### src/rtl/seq_mag_comp_pkg.sv
// Shared types for the sequential magnitude comparator: FSM states and the
// one-hot {l, e, g} result encoding.
package seq_mag_comp_pkg;

  typedef enum logic {
    StIdle,
    StCmp
  } state_t;

  // Bit order is {l, e, g}
  typedef logic [2:0] res_t;

  localparam res_t ResNone = 3'b000;
  localparam res_t ResL    = 3'b100;
  localparam res_t ResE    = 3'b010;
  localparam res_t ResG    = 3'b001;

endpackage

### src/rtl/seq_mag_comp_chunk_cmp.sv
// Combinational unsigned compare of one CHUNK-bit slice.
module chunk_cmp #(
  parameter int unsigned CHUNK = 4
) (
  input  logic [CHUNK-1:0] a,
  input  logic [CHUNK-1:0] b,
  output logic             lt,
  output logic             eq,
  output logic             gt
);

  assign lt = (a < b);
  assign eq = (a == b);
  assign gt = (a > b);

endmodule

### src/rtl/seq_mag_comp.sv
// Cascadable unsigned magnitude comparator that walks the operands one
// CHUNK-bit slice per cycle, MSB first, stopping at the first difference.
module seq_mag_comp
  import seq_mag_comp_pkg::*;
#(
  parameter int unsigned WIDTH = 16,
  parameter int unsigned CHUNK = 4
) (
  input  logic             clk,
  input  logic             rst,
  input  logic             start,
  input  logic [WIDTH-1:0] a,
  input  logic [WIDTH-1:0] b,
  input  logic             lin,
  input  logic             ein,
  input  logic             gin,
  output logic             busy,
  output logic             done,
  output logic             l,
  output logic             e,
  output logic             g
);

  localparam int unsigned NCHUNK = WIDTH / CHUNK;
  localparam int unsigned IdxW   = (NCHUNK > 1) ? $clog2(NCHUNK) : 1;

  state_t             state_q;
  logic [IdxW-1:0]    idx_q;
  logic [WIDTH-1:0]   a_q, b_q;
  logic               lin_q, ein_q, gin_q;
  res_t               res_q;
  logic               done_q;

  logic [31:0]        base;
  logic [CHUNK-1:0]   a_sl, b_sl;
  logic               s_lt, s_eq, s_gt;
  logic               mag_mode;

  assign base = 32'(idx_q) * CHUNK;
  assign a_sl = a_q[base +: CHUNK];
  assign b_sl = b_q[base +: CHUNK];

  // Equal-in, or no cascade opinion at all, defers to the operands
  assign mag_mode = ein_q | ~(gin_q | lin_q);

  chunk_cmp #(
    .CHUNK (CHUNK)
  ) u_chunk_cmp (
    .a  (a_sl),
    .b  (b_sl),
    .lt (s_lt),
    .eq (s_eq),
    .gt (s_gt)
  );

  always_ff @(posedge clk or posedge rst) begin
    if (rst) begin
      state_q <= StIdle;
      idx_q   <= '0;
      a_q     <= '0;
      b_q     <= '0;
      lin_q   <= 1'b0;
      ein_q   <= 1'b0;
      gin_q   <= 1'b0;
      res_q   <= ResNone;
      done_q  <= 1'b0;
    end else begin
      done_q <= 1'b0;
      unique case (state_q)
        StIdle: begin
          if (start) begin
            a_q     <= a;
            b_q     <= b;
            lin_q   <= lin;
            ein_q   <= ein;
            gin_q   <= gin;
            idx_q   <= IdxW'(NCHUNK - 1);
            state_q <= StCmp;
          end
        end
        StCmp: begin
          if (!mag_mode) begin
            res_q   <= gin_q ? ResG : ResL;
            done_q  <= 1'b1;
            state_q <= StIdle;
          end else if (s_lt) begin
            res_q   <= ResL;
            done_q  <= 1'b1;
            state_q <= StIdle;
          end else if (s_gt) begin
            res_q   <= ResG;
            done_q  <= 1'b1;
            state_q <= StIdle;
          end else if (s_eq && (idx_q == '0)) begin
            res_q   <= ResE;
            done_q  <= 1'b1;
            state_q <= StIdle;
          end else begin
            idx_q <= idx_q - IdxW'(1);
          end
        end
        default: state_q <= StIdle;
      endcase
    end
  end

  assign busy = (state_q == StCmp);
  assign done = done_q;
  assign l    = res_q[2];
  assign e    = res_q[1];
  assign g    = res_q[0];

endmodule
### config.mk
export PLATFORM = sky130hd
export DESIGN_NAME = seq_mag_comp
export DESIGN_NICKNAME = d
export VERILOG_FILES = /design/src/rtl/seq_mag_comp_pkg.sv /design/src/rtl/seq_mag_comp_chunk_cmp.sv /design/src/rtl/seq_mag_comp.sv
export SDC_FILE = /design/constraint.sdc
export NUM_CORES = 1
export LEC_CHECK = 0
export ABC_AREA = 1
export CORE_MARGIN = 2
export CORE_UTILIZATION = 50
export DETAILED_ROUTE_END_ITERATION = 8
export GPL_ROUTABILITY_DRIVEN = 0
export PLACE_DENSITY = 0.78
export SYNTH_ARGS = -nofsm -noshare
export SYNTH_HDL_FRONTEND = slang
export SYNTH_SLANG_ARGS = --single-unit
### constraint.sdc
create_clock -name clk -period 2.59 [get_ports clk]
set_clock_uncertainty 0.1 [all_clocks]
set_input_delay 0.777 -clock clk [delete_from_list [all_inputs] [get_ports clk]]
set_output_delay 0.777 -clock clk [all_outputs]
set_load 0.03 [all_outputs]
== Word-level counts from Yosys, hierarchy flattened ==
Index checks and enable logic that the tools add are counted.
Operators by class
  $add $sub $neg: 1
  magnitude comparators: 2
  eq/ne operators: 7
  shifts and indexed selects: 2
  mux-type cells: 22
  bitwise operators: 4
  reductions and logical operators: 5
Operator list (number)
  $shiftx A16 B5 Y4: 2
  $mux W3: 5
  $mux W1: 10
  $mux W2: 5
  $ne A2 B2 Y1 const B: 4
  $reduce_and A5 Y1: 1
  $eq A4 B4 Y1: 1
  $gt A4 B4 Y1: 1
  $lt A4 B4 Y1: 1
  $ne A4 B3 Y1 const B: 1
  $pmux W2 S2: 1
  $reduce_and A2 Y1: 2
  $logic_not A2 Y1: 1
  $ne A2 B1 Y1 const B: 1
  $not A1 Y1: 2
  $or A1 B1 Y1: 2
  $pmux W1 S2: 1
  $sub A2 B1 Y2 const B: 1
  $logic_and A1 B1 Y1: 1
Storage, ports and cells
  register bits: 42
  input bits: 38
  output and inout bits: 5
  logic and storage cells: 52

== Longest topological paths before layout ==
Gate-level depths: netlist of the first run.
  word-level depth: 8
  gate-level depth with buffers: 15
  depth with buffers taken out: 14

== Cells and area by module ==
Synthesis of the first run repeated with hierarchy kept, for this count alone.
Second synthesis, totals
  cells, all modules: 190
  area, all modules: 2144.6 µm²
By module, submodules not included
  seq_mag_comp: times used 1, cells an instance 170, area an instance 2029.4 µm², seq. area each 1051.0 µm²
  chunk_cmp: times used 1, cells an instance 20, area an instance 115.1 µm², seq. area each 0.0 µm²

== Least setup slack after synthesis of the first run ==
No wires, ideal clock.
  kind: reg2reg
  from: register idx_q[0]
  to: register res_q[0]
  setup time: 0.126 ns
  arrival time: 1.686 ns
  data required time: 2.364 ns
  path slack: 0.678 ns
  stages on the path, launching flop included: 12
  buffers on the path: 1
  clock period less this slack: 1.912 ns
  cells stage by stage: dfrtp_1 -> inv_1 -> buf_2 -> nor2_1 -> o22ai_1 -> ha_1 -> a21oi_1 -> nand2_1 -> nand3_2 -> nand2_4 -> nand2_1 -> o21ai_0
On the way
  word-level cells in the longest chain between the ends: 5
  elaborated cells on any way between the ends: 12
  classes of those cells: order compare: 2; eq/ne: 2; shift: 2; mux: 3; reduce/logical: 3
RTL lines
  start, declared: line seq_mag_comp.sv:28  | logic [IdxW-1:0] idx_q;
  start signal, assigned: line seq_mag_comp.sv:77  | idx_q <= IdxW'(NCHUNK - 1);
  start signal, assigned: line seq_mag_comp.sv:99  | idx_q <= idx_q - IdxW'(1);
  $shiftx A16 B5 Y4, on equally long branches: line seq_mag_comp.sv:40, seq_mag_comp.sv:41
  $gt A4 B4 Y1 / $eq A4 B4 Y1 (equally long branches): line seq_mag_comp_chunk_cmp.sv:14, seq_mag_comp_chunk_cmp.sv:13
  $mux W3 / $logic_and A1 B1 Y1 (equally long branches): line seq_mag_comp.sv:90, seq_mag_comp.sv:94
  $mux W3 / $ne A4 B3 Y1 (equally long branches)
  $mux W3 / $reduce_and A2 Y1 (equally long branches)
  end signal, assigned: line seq_mag_comp.sv:83  | res_q <= gin_q ? ResG : ResL;
  end signal, assigned: line seq_mag_comp.sv:87  | res_q <= ResL;
  end signal, assigned: line seq_mag_comp.sv:91  | res_q <= ResG;
  end, declared: line seq_mag_comp.sv:31  | res_t res_q;
Several ways; a longest one is shown, not always the timed one.
A chain may end at the register's enable or synchronous reset.

== Worst setup path after layout of the first run ==
  from: register state_q, in the netlist busy
  to: output busy
RTL lines
  start, declared: line seq_mag_comp.sv:27  | state_t state_q;
  start signal, assigned: line seq_mag_comp.sv:58  | state_q <= StIdle;
  start signal, assigned: line seq_mag_comp.sv:78  | state_q <= StCmp;
  start signal, assigned: line seq_mag_comp.sv:85  | state_q <= StIdle;
  end, declared: line seq_mag_comp.sv:17  | output logic busy,
No word-level cell between the ends.

==> results of run 1 <==
[layer usage]
metal  up-vias  wire, um  track usage (%)
met4         0        57             5.23
met2        42      1820             27.5
li1        717         -                -
met1       692      1830             25.5
met5         -         0                0
met3         5       230             5.23
[cell families (layout without fill, tap and decap cells)]
family	after synthesis	count (layout)	synth area share (%)
compound gates	30	30	7.58
mux	32	32	22.4
fa+ha+maj	5	5	2.92
simple gates	56	56	11.5
flops	42	42	49.0
buf+inv	21	68	6.59
[layout make-up]
class | count | area, um2 | area share (%)
multi-input cells | 123 | 953 | 35.5
clock buffers | 7 | 86.3 | 3.21
well taps | 50 | 62.6 | 2.33
repair buffers | 46 | 475 | 17.7
flip-flops and latches | 42 | 1050 | 39.1
inverters | 14 | 52.6 | 1.96
clock inverters | 1 | 5.00 | 0.186
[synthesized netlist by cell type (all sizes together)]
| cell type | n | area (um2) |
|---|---|---|
| inv | 14 | 52.6 |
| mux2 | 32 | 480 |
| o21ai | 16 | 80.1 |
| nand2 | 27 | 116 |
| o21bai | 1 | 7.51 |
| o22ai | 4 | 25.0 |
| dfrtp | 42 | 1050 |
| nand3 | 6 | 35.0 |
| nor2 | 20 | 77.6 |
| clkbuf | 1 | 3.75 |
| or2 | 2 | 12.5 |
| a32o | 1 | 10.0 |
| buf | 6 | 85.1 |
| ha | 5 | 62.6 |
| a21oi | 8 | 40.0 |
| nand4 | 1 | 6.26 |
[power by group]
| part | switching (mW) | leakage (nW) | internal, mW |
|---|---|---|---|
| clock network | 0.215 | 0.0482 | 0.215 |
| logic | 0.612 | 0.756 | 0.559 |
| registers | 0.125 | 0.490 | 0.830 |
[sequential cells by signal (all words and copies together) (netlist names)]
register / flops
ein_q: 1
b_q: 16
done: 1
lin_q: 1
gin_q: 1
res_q: 3
busy: 1
idx_q: 2
a_q: 16
[worst min path at each step]
stage / start / to
3_3_place_gp: res_q[2] / res_q[2]
4_1_cts: res_q[1] / res_q[1]
5_1_grt: a_q[3] / a_q[3]
6_report: res_q[2] / res_q[2]
3_5_place_dp: res_q[1] / res_q[1]
2_1_floorplan: a_q[9] / a_q[9]
[stage by stage]
step	setup WS, ns	hold slack [ns]	instances	total power, mW	instance area [um2]
6_report	0.226	0.398	283	2.56	2690
5_1_grt	0.0533	0.434	283	2.77	2690
4_1_cts	0.207	0.396	283	2.57	2690
3_5_place_dp	0.341	0.376	275	2.14	2590
3_3_place_gp	0.361	0.364	275	2.09	2590
2_1_floorplan	0.678	0.376	186	1.83	2150
[worst min-delay path, stage by stage (launching register included)]
cell     delay (ns)
dfrtp_1        0.36
nand2_1        0.05
nand2_1        0.06
==> summary.txt, run 1 <==
CTS clk-pin slew, worst paths: 0.07 ns
Worst Setup EP: busy
Max Cap Viol: 0
Relative slew slack: 66.3%
First-pass DRT Iterations: 4
Share of layout cells above drive strength 1: 22.3%
Filler cells: 308
Core ar.: 4060 um2
Die width: 69.5 um
Routed len/inst: 13.9 um
Post-CTS setup repair buffer count: 0
Gates resized, CTS repair: 0
Leak: 1.29 nW
Final Hold Viols: 0
Rows: 23
Slew Limit Fails: 0
Largest net degree at the start of global routing: 43
Slowest stage delay, CP: 0.72 ns
Avg Synthesized Cell Area: 11.5 um2
Arrival time worst endpoint: 1.49 ns
Setup_tns: 0 ns
H-tree levels: 2
R2R Path End: idx_q[0]
Initial drt markers: 111
Netlist cell types: 22
Vias per inst: 5.14
Post-DP HPWL: 2830 um
Drt total wl: 3930 um
Clk buf depth: 2
Critical path origin: busy
P&R area growth vs syn: 25.2%
FF+latch count, synth: 42
Antenna viol nets, final: 0
Number of global-route vias before repair: 1474
Worst-Skew Late Latency: 0.30 ns
TritonCTS Buffers: 5
Core Util, Final: 66.2%
Clock sink total: 42
Most frequent cells in the layout: dfrtp_1, clkdlybuf4s50_1, mux2_4
Global Route Usage Sum: 18.2%
Startpoint types: register
CP max FO: 6
Crit. End Element: output pin
Crit-path slowest cell: clkdlybuf4s50_1
Period utilization: 91.3%
Die Y: 69.5 um
Syn Inst Count: 186
Buffers & Inverters on Critical Path: 1
Synth Warn #: 0
Via Count: 1456
Root buf cell: clkbuf_8
CTS tree: done
Worst min-delay path class: reg2reg
Unrepaired setup endpoints after global routing: no
Peak supply drop: 414 uV
Reg2reg setup slack: 0.34 ns
Worst-Margin Slew: 0.505 ns
Pwr per Cell Area: 952 nW/um2
CP required: 1.71 ns
N_diodes: 0
Outcome: completed
Kind of critical path: reg2out
Residual DRC count: 0
FF-to-FF path depth: 12
Tmin final: 2.36 ns
Initial antenna violation count: 0
Total grt overflow: 0
# nets final: 275
Worst R2R Start: idx_q[0]
Syn Nets: 229
First-pass GRT wire length: 6940 um
Worst-path cell chain: clkdlybuf4s50_1
Die ar.: 4830 um2
Setup violations, final: 0
Cts hold-fix bufs: 0
IO Count: 43
Cell family with most CP delay: buffers and inverters
Starting Density: 52.9%
Fmax: 423 MHz
Sequential fraction of the synthesis area: 49.0%
WP depth: 1
Buffers on Ports: 42
Worst Hold Depth: 2
Post-Syn Area: 2150 um2
(Power assumes the default switching activity.)
==> run 2: changes to the inputs <==
Settings changed: SKIP_CTS_REPAIR_TIMING set to 1.
==> results of run 2 <==
The final DEF is identical to that of run 1; final timing and power are the same.
==> run 3: changes to the inputs <==
Settings changed: PLACE_DENSITY 0.78 to 0.8.
==> summary.txt, run 3 (same netlist as run 1, synthesis figures left out) <==
Sequential power share: 36.0% (-1.4 points)
First-pass DRT Iterations: 4 (unchanged)
Share of layout cells above drive strength 1: 22.4% (+0.096 points)
CTS tree: done
Met3 Wirelength: 185 um (-20%)
Period utilization: 92.9% (+1.6 points)
Buffers & Inverters on Critical Path: 1 (unchanged)
Final setup margin: 0.185 ns (-0.0415 ns)
Worst-Skew Late Latency: 0.30 ns (about the same)
Via Count: 1456 (unchanged)
Slew Limit Fails: 0 (unchanged)
Post-DP HPWL: 2800 um (-0.98%)
Initial antenna violation count: 0 (unchanged)
H-tree levels: 2 (unchanged)
CTS clk-pin slew, worst paths: 0.08 ns (about the same)
Post-Place Setup Slack: 0.228 ns (-0.113 ns)
Crit-path slowest cell: clkdlybuf4s50_1
Clock sink total: 42 (unchanged)
Die ar.: 4830 um2 (unchanged)
Post-placement cell count: 274 (-0.36%)
P&R area growth vs syn: 24.5%
Initial drt markers: 115 (+3.6%)
Rows: 23 (unchanged)
M1 WL: 1980 um (+8.5%)
CP required: 1.71 ns (about the same)
Sw Ratio: 37.1% (-0.12 points)
Relative slew slack: 56.0% (-10 points)
IO Count: 43 (unchanged)
Wire length on met2: 1880 um (+3.6%)
Pwr per Cell Area: 994 nW/um2 (+4.5%)
Tmin final: 2.41 ns (+0.0415 ns)
Root buf cell: clkbuf_8
Peak supply drop: 380 uV (-8.2%)
Vias per inst: 5.16 (+0.35%)
Residual DRC count: 0 (unchanged)
Fmax: 416 MHz (-1.7%)
N_diodes: 0 (unchanged)
Drt total wl: 4120 um (+4.9%)
Routed len/inst: 14.6 um (+5.3%)
Cell family with most CP delay: buffers and inverters
Highest routed layer: met4
Max Cap Viol: 0 (unchanged)
Kind of critical path: reg2out
Most frequent cells in the layout: dfrtp_1, clkdlybuf4s50_1, mux2_4
Unrepaired setup endpoints after global routing: no
Logic pwr share: 44.5% (-1.3 points)
Outcome: completed
Placed cell area: 2560 um2 (-1.3%)
Leak: 1.29 nW (-0.42%)
Buffers on Ports: 42 (unchanged)
Global Route Usage Sum: 18.6% (+0.42 points)
Largest net degree at the start of global routing: 43 (unchanged)
Area of the multi-input gates: 953 um2 (unchanged)
Worst min-delay path class: reg2reg
Final Hold Viols: 0 (unchanged)
Worst-Margin Slew: 0.660 ns (+0.155 ns)
Clock power frac: 19.5% (+2.7 points)
First-pass GRT wire length: 6940 um (unchanged)
Setup_tns: 0 ns (unchanged)
Storage element area: 1050 um2 (unchanged)
Slowest stage delay, CP: 0.72 ns (about the same)
Clk buf depth: 2 (unchanged)
# nets final: 274 (-0.36%)
Regs by FF count: a_q: 16 flops, b_q: 16 flops, res_q: 3 flops
Pint: 1.67 mW (+4.1%)
Core ar.: 4060 um2 (unchanged)
Setup violations, final: 0 (unchanged)
Arrival time worst endpoint: 1.53 ns (+0.04 ns)
Worst-path cell chain: clkdlybuf4s50_1
Total grt overflow: 0 (unchanged)
Die Y: 69.5 um (unchanged)
Fin cells: 282 (-0.35%)
CP max FO: 6 (unchanged)
Antenna viol nets, final: 0 (unchanged)
Startpoint types: register
Switching power total: 985 uW (+3.6%)
Cell area after layout: 2670 um2 (-0.56%)
Crit. End Element: output pin
Filler cells: 307 (-0.32%)
Core Util, Final: 65.8% (-0.37 points)
Starting Density: 52.9% (unchanged)
TritonCTS Buffers: 5 (unchanged)
Die width: 69.5 um (unchanged)
Number of global-route vias before repair: 1385 (-6.0%)
run 3: cell types whose count changed in the layout (fill, tap and decap cells not counted), sizes merged:
cell | previous run | this run
clkbuf | 7 | 5
buf | 4 | 3
bufinv | 0 | 1
clkinv | 1 | 2
run 3: per-layer routing:
metal,up-vias,GRT usage (%)
li1,714,-
met4,0,9.15
met5,-,0
met2,49,28.4
met3,12,3.63
met1,681,25.3
run 3: power by group through the flow:
stage | clock [mW] | combinational [mW] | sequential [mW]
final | 0.518 | 1.18 | 0.955
after global routing | 0.553 | 1.30 | 0.980
after CTS | 0.521 | 1.18 | 0.954
after detailed placement | 0 | 1.16 | 0.962
after global placement | 0 | 1.12 | 0.961
after floorplan | 0 | 0.857 | 0.978
run 3: cell type report:
cell class / instances / area share [%]
Sequential cell: 42 / 39.3
Timing Repair Buffer: 45 / 16.6
Tap cell: 50 / 2.34
Clock buffer: 5 / 2.58
Multi-Input combinational cell: 123 / 35.7
Clock inverter: 3 / 1.50
Inverter: 14 / 1.97
run 3: worst paths after layout:
kind | from | end | cells after the start | slack [ns]
min in group asynchronous | rst | res_q[2] | 3 | 0.81
hold / removal | res_q[2] | res_q[2] | 2 | 0.40
setup reg to reg | idx_q[0] | idx_q[0] | 10 | 0.32
hold reg to reg | res_q[2] | res_q[2] | 2 | 0.40
max in group asynchronous | rst | a_q[0] | 3 | 1.20
setup / recovery | busy | busy | 1 | 0.18
run 3: per-stage QoR:
stage / hold WS, ns / power [mW]
4_1_cts: 0.396 / 2.65
6_report: 0.399 / 2.66
3_3_place_gp: 0.372 / 2.08
2_1_floorplan: 0.376 / 1.83
3_5_place_dp: 0.376 / 2.12
5_1_grt: 0.426 / 2.84
run 3: worst min-delay path: stages (launching register included):
cell and delay [ns]:
dfrtp_1 0.36, nand2_1 0.06, nand2_1 0.05
